<file path="config.mk">
export PLATFORM = sky130hd
export DESIGN_NAME = hazard_ctrl_unit
export DESIGN_NICKNAME = d
export VERILOG_FILES = /design/src/rtl/cpu_ctrl_pkg.sv /design/src/rtl/hazard_lu_cmp.sv /design/src/rtl/hazard_ctrl_unit.sv
export SDC_FILE = /design/constraint.sdc
export NUM_CORES = 1
export LEC_CHECK = 0
export BUFFER_PORTS_ARGS = -buffer_cell sky130_fd_sc_hd__buf_2
export CAP_MARGIN = 10
export CORE_UTILIZATION = 47
export CTS_BUF_LIST = sky130_fd_sc_hd__clkbuf_8
export CTS_CLUSTER_DIAMETER = 120
export DETAILED_ROUTE_END_ITERATION = 8
export GPL_TIMING_DRIVEN = 0
export HOLD_SLACK_MARGIN = 0.06
export PLACE_DENSITY = 0.95
export REMOVE_ABC_BUFFERS = 1
export SLEW_MARGIN = 5
export SYNTH_ARGS = -nofsm -noshare
export SYNTH_HDL_FRONTEND = slang
export SYNTH_SLANG_ARGS = --single-unit
</file>
<file path="constraint.sdc">
create_clock -name clk -period 3.9 [get_ports clk]
set_input_delay 0.39 -clock clk [delete_from_list [all_inputs] [get_ports clk]]
set_output_delay 0.39 -clock clk [all_outputs]
set_load 0.03 [all_outputs]
</file>
<file path="src/rtl/cpu_ctrl_pkg.sv">
// Shared definitions for the CPU pipeline control blocks: sequencer state
// encoding, default halt-drain length and the hardwired zero register index.
package cpu_ctrl_pkg;

  // Cycles from HLT leaving ID until the core reports halted (EX, MEM, WB).
  localparam int DRAIN_CYCLES_DEF = 3;

  // r0 is hardwired to zero, so it never creates a data dependence.
  localparam logic [3:0] ZERO_REG = 4'h0;

  typedef enum logic [1:0] {
    ST_RUN        = 2'd0,
    ST_HALT_DRAIN = 2'd1,
    ST_HALTED     = 2'd2
  } ctrl_state_e;

endpackage

</file>
<file path="src/rtl/hazard_lu_cmp.sv">
// Load-use comparator: flags when the instruction in ID reads the
// destination of a load that is currently in EX. Kept separate so a
// forwarding unit can reuse the same compare.
module hazard_lu_cmp
  import cpu_ctrl_pkg::*;
(
  input  logic [3:0] id_rs,
  input  logic [3:0] id_rt,
  input  logic       id_rs_used,
  input  logic       id_rt_used,
  input  logic [3:0] ex_rd,
  input  logic       ex_regwrite,
  input  logic       ex_memtoreg,
  output logic       lu
);

  logic rs_hit;
  logic rt_hit;

  // Only operands actually read by ID can depend on the load.
  assign rs_hit = id_rs_used & (id_rs == ex_rd);
  assign rt_hit = id_rt_used & (id_rt == ex_rd);

  // A load into r0 writes nothing, so it can never stall.
  assign lu = ex_memtoreg & ex_regwrite & (ex_rd != ZERO_REG) & (rs_hit | rt_hit);

endmodule

</file>
<file path="src/rtl/hazard_ctrl_unit.sv">
// Pipeline sequencing controller: load-use stall, taken-branch squash and
// the halt drain for the five-stage core.
// Optional build macro HAZARD_CTRL_PERF_EN adds 16-bit saturating
// load-use stall and branch flush counters; without it both count ports
// read zero and no counter flops exist.
//
// state         | meaning
// --------------+----------------------------------------------------------
// ST_RUN        | normal issue; resolves load-use, taken branch, HLT in ID
// ST_HALT_DRAIN | front end frozen, HLT and older work retire through EX..WB
// ST_HALTED     | core halted; only reset leaves
module hazard_ctrl_unit
  import cpu_ctrl_pkg::*;
#(
  parameter int DRAIN_CYCLES = DRAIN_CYCLES_DEF
) (
  input  logic        clk,
  input  logic        rst_n,
  input  logic [3:0]  ID_reg_rs,
  input  logic [3:0]  ID_reg_rt,
  input  logic        ID_rs_used,
  input  logic        ID_rt_used,
  input  logic        ID_branch_taken,
  input  logic        ID_HLT,
  input  logic [3:0]  ID_EX_reg_rd,
  input  logic        ID_EX_RegWrite,
  input  logic        ID_EX_MemtoReg,
  output logic        PC_stall,
  output logic        IF_ID_stall,
  output logic        IF_ID_flush,
  output logic        ID_EX_flush,
  output logic        halted,
  output logic [15:0] stall_cnt,
  output logic [15:0] flush_cnt
);

  localparam int CW = (DRAIN_CYCLES > 1) ? $clog2(DRAIN_CYCLES) : 1;
  localparam logic [CW-1:0] CNT_LAST = CW'(DRAIN_CYCLES - 1);

  ctrl_state_e   state_q, state_d;
  logic [CW-1:0] cnt_q, cnt_d;
  logic          halted_q;
  logic          lu;
  logic          pc_stall_c, ifid_stall_c, ifid_flush_c, idex_flush_c;

  hazard_lu_cmp u_lu_cmp (
    .id_rs       (ID_reg_rs),
    .id_rt       (ID_reg_rt),
    .id_rs_used  (ID_rs_used),
    .id_rt_used  (ID_rt_used),
    .ex_rd       (ID_EX_reg_rd),
    .ex_regwrite (ID_EX_RegWrite),
    .ex_memtoreg (ID_EX_MemtoReg),
    .lu          (lu)
  );

  // Next state, drain counter and Mealy pipeline controls.
  always_comb begin
    state_d      = state_q;
    cnt_d        = cnt_q;
    pc_stall_c   = 1'b0;
    ifid_stall_c = 1'b0;
    ifid_flush_c = 1'b0;
    idex_flush_c = 1'b0;
    unique case (state_q)
      ST_RUN: begin
        if (lu) begin
          // Hold the front end one cycle and bubble EX; branch/HLT retried next cycle.
          pc_stall_c   = 1'b1;
          ifid_stall_c = 1'b1;
          idex_flush_c = 1'b1;
        end else if (ID_branch_taken) begin
          ifid_flush_c = 1'b1;
        end else if (ID_HLT) begin
          // HLT proceeds into ID/EX; nothing younger is allowed behind it.
          pc_stall_c   = 1'b1;
          ifid_flush_c = 1'b1;
          cnt_d        = '0;
          state_d      = ST_HALT_DRAIN;
        end
      end
      ST_HALT_DRAIN: begin
        pc_stall_c   = 1'b1;
        ifid_flush_c = 1'b1;
        if (cnt_q == CNT_LAST) begin
          state_d = ST_HALTED;
        end else begin
          cnt_d = cnt_q + CW'(1);
        end
      end
      ST_HALTED: begin
        pc_stall_c   = 1'b1;
        ifid_flush_c = 1'b1;
      end
      default: begin
        state_d = ST_RUN;
        cnt_d   = '0;
      end
    endcase
  end

  // State, drain counter and sticky halted flag.
  always_ff @(posedge clk) begin
    if (!rst_n) begin
      state_q  <= ST_RUN;
      cnt_q    <= '0;
      halted_q <= 1'b0;
    end else begin
      state_q  <= state_d;
      cnt_q    <= cnt_d;
      halted_q <= (state_d == ST_HALTED);
    end
  end

  // Controls are forced low while reset is asserted, before the first edge.
  assign PC_stall    = rst_n & pc_stall_c;
  assign IF_ID_stall = rst_n & ifid_stall_c;
  assign IF_ID_flush = rst_n & ifid_flush_c;
  assign ID_EX_flush = rst_n & idex_flush_c;
  assign halted      = halted_q;

`ifdef HAZARD_CTRL_PERF_EN
  logic [15:0] stall_cnt_q;
  logic [15:0] flush_cnt_q;
  logic        count_stall;
  logic        count_flush;

  assign count_stall = (state_q == ST_RUN) & lu;
  assign count_flush = (state_q == ST_RUN) & ~lu & ID_branch_taken;

  // Saturating event counters; frozen outside RUN.
  always_ff @(posedge clk) begin
    if (!rst_n) begin
      stall_cnt_q <= 16'h0000;
      flush_cnt_q <= 16'h0000;
    end else begin
      if (count_stall && (stall_cnt_q != 16'hFFFF)) begin
        stall_cnt_q <= stall_cnt_q + 16'd1;
      end
      if (count_flush && (flush_cnt_q != 16'hFFFF)) begin
        flush_cnt_q <= flush_cnt_q + 16'd1;
      end
    end
  end

  assign stall_cnt = stall_cnt_q;
  assign flush_cnt = flush_cnt_q;
`else
  assign stall_cnt = 16'h0000;
  assign flush_cnt = 16'h0000;
`endif

endmodule
</file>
==> metrics.md <==
| Metric | Value |
|---|---|
| DP HPWL | 1370 µm |
| Num rows | 15 |
| Post-Syn Area | 877 µm² |
| TritonRoute pass-1 iters | 4 |
| Type of the worst min-delay path | flip-flop to flip-flop |
| GPL Wtd Cong | 0.859 |
| Seq/Total Area, Yosys | 11.4% |
| Area of the die | 0.00204 mm² |
| Average wire per standard cell | 10.1 µm |
| Post-synthesis register bit count | 5 |
| H-Tree Depth | 1 |
| Total design power | 0.248 mW |
| CP top delay family | adder cells |
| Most frequent cells in the layout | conb_1, buf_2, inv_1 |
| Pwr Density | 265 mW/mm² |
| Clk root buf | clkbuf_8 |
| Area leader, netlist | buf_4 |
| Minimum clock period | 2080 ps |
| Clock sink count | 5 |
| Clock Latency Late Sink | 220 ps |
| Setup Viol. Count Final | 0 |
| Share of the synthesized area in the top cell type | 28.2% |
| Mapped Cells | 115 |
| Die height | 45.2 µm |
| Final Cycle Share | 53.4% |
| CP Launch Type | flip-flop |
| WP data required | 3510 ps |
| ANT cells | 0 |
| Initial antenna violation count | 0 |
| Cts bufs inserted | 3 |
| FMAX | 481 MHz |
| Max-Cap Viols | 0 |
| P&R area growth vs syn | 6.42% |
| Overflow after GRT | 0 |
| Worst-path cell chain | inv_1 -> ha_1 -> o2111ai_1 -> a21oi_1 -> buf_2 |
| Netlist cell types | 32 |
| Pin count of the biggest net entering global routing | 12 |
| DRC | 0 |
| Vias | 779 |
| Slew Viols, Final | 0 |
| Kind of critical path | flip-flop to primary output |
| Horiz. Die Dim | 45.2 µm |
| Maximum vdd drop | 0.113 mV |
| Core box area | 0.00175 mm² |
| Commonest non-fill, non-tap cell in the layout | conb_1 |
| Fin. Hold Viols | 0 |
| Post-CTS Repair Setup Buffers | 0 |
| CP peak stage delay | 420 ps |
| Port bufs | 24 |
| Avg Synthesized Cell Area | 7.63 µm² |
| DRT iter0 DRCs | 16 |
| Outcome | finished clean |
| Deepest clock path buffer count | 2 |
| CP Capture Type | primary output |
| Hold Buf Count CTS | 0 |
| Clock Skew | 1.55 ps |
| CTS clk-pin slew, worst paths | 40 ps |
| Final nets | 166 |
| Largest cells by area after synthesis | buf_4, dfxtp_1, ha_1, xnor2_1, xor2_1 |
| Buf/Inv on CP | 2 |
| I/O pins | 57 |
| Arrival @ worst endpoint | 1690 ps |
| Leak | 0.458 nW |
| Final wirelength | 1660 µm |
| Vias per cell | 4.75 |
| Routed Antenna Nets | 0 |
| Yosys warns | 0 |
| Starting Density | 50.3% |
| Final TNS setup | 0 ps |
| CTS tree | done |
| First-pass GRT wire length | 2530 µm |
| Largest fanout on the critical path | 11 |
| Post-CTS Resized | 0 |
| RSZ-0062 raised after global routing | no |
| Finished Layout Cells | 164 |
| DP Cell Count | 160 |
| Number of global-route vias before repair | 639 |
| Share of layout cells above drive strength 1 | 24.5% |
| Total GRT Usage | 16.4% |
| Final design utilization | 53.5% |
| CP max stage cell | ha_1 |
flip-flops by register name, indices dropped and copies added (netlist names):
register,flops
state_q,2
halted,1
cnt_q,2
tightest hold or removal path: cells and delay by family (launching register included):
kind	cells	cell delay, ps
compound gates	1	70
simple gates	1	70
flops	1	320
worst paths after layout:
| check | start | to | slack [ps] | cells past startpoint |
|---|---|---|---|---|
| max | state_q[0] | IF_ID_flush | 1820 | 5 |
| min | cnt_q[1] | cnt_q[1] | 530 | 2 |
| max reg2reg | state_q[1] | cnt_q[0] | 2100 | 6 |
| min reg2reg | cnt_q[1] | cnt_q[1] | 530 | 2 |
cells in the mapped netlist, drive strengths merged:
master and instances:
buf 34, ha 6, inv 6, nor2 6, dfxtp 5, nand2 5, nand3 5, nand4 4
nor2b 4, xnor2 4, xor2 4, a31oi 3, and4 3, nor3 3, o21ai 3, a211oi 2
a21oi 2, and3 2, nor3b 2, nor4 2, o211ai 2, a221oi 1, a41oi 1, and2b 1
clkbuf 1, conb 1, nand2b 1, o2111ai 1, o21a 1
metal layers:
layer | routed length, µm | global-route usage, % | vias up
li1 | - | - | 380
met1 | 681 | 18.2 | 350
met2 | 835 | 31.3 | 47
met3 | 125 | 1.20 | 2
met4 | 14 | 7.27 | 0
met5 | 0 | 0 | -
power by group:
part	total [mW]	internal, mW	switching, mW	leakage [nW]
registers	0.0546	0.0529	0.00170	0.0405
logic	0.101	0.0254	0.0754	0.391
clock network	0.0924	0.0674	0.0249	0.0269
per-stage QoR:
stage / area, µm² / hold slack [ps] / worst slack [ps]
floorplan: 737 / 485 / 1890
global placement: 888 / 502 / 1870
detailed placement: 888 / 517 / 1870
CTS: 933 / 527 / 1810
global route: 933 / 562 / 1680
finish: 933 / 527 / 1820
area by class of cell:
class	count	area [µm²]
Timing Repair Buffer	24	120
Tap cell	25	31.3
Clock buffer	3	41.3
Fill cell	168	812
Sequential cell	5	100
Clock inverter	1	3.75
Multi-Input combinational cell	100	614
Inverter	6	22.5
logic make-up after synthesis:
kind of cell / share of synthesized area (%)
buffers and inverters: 31.8
AND/OR/NAND/NOR: 26.8
AO/OA/AOI/OAI: 13.0
XOR/XNOR: 7.99
adder cells (fa/ha/maj): 8.56
flip-flops: 11.4
other: 0.428
(Power assumes the default switching activity.)
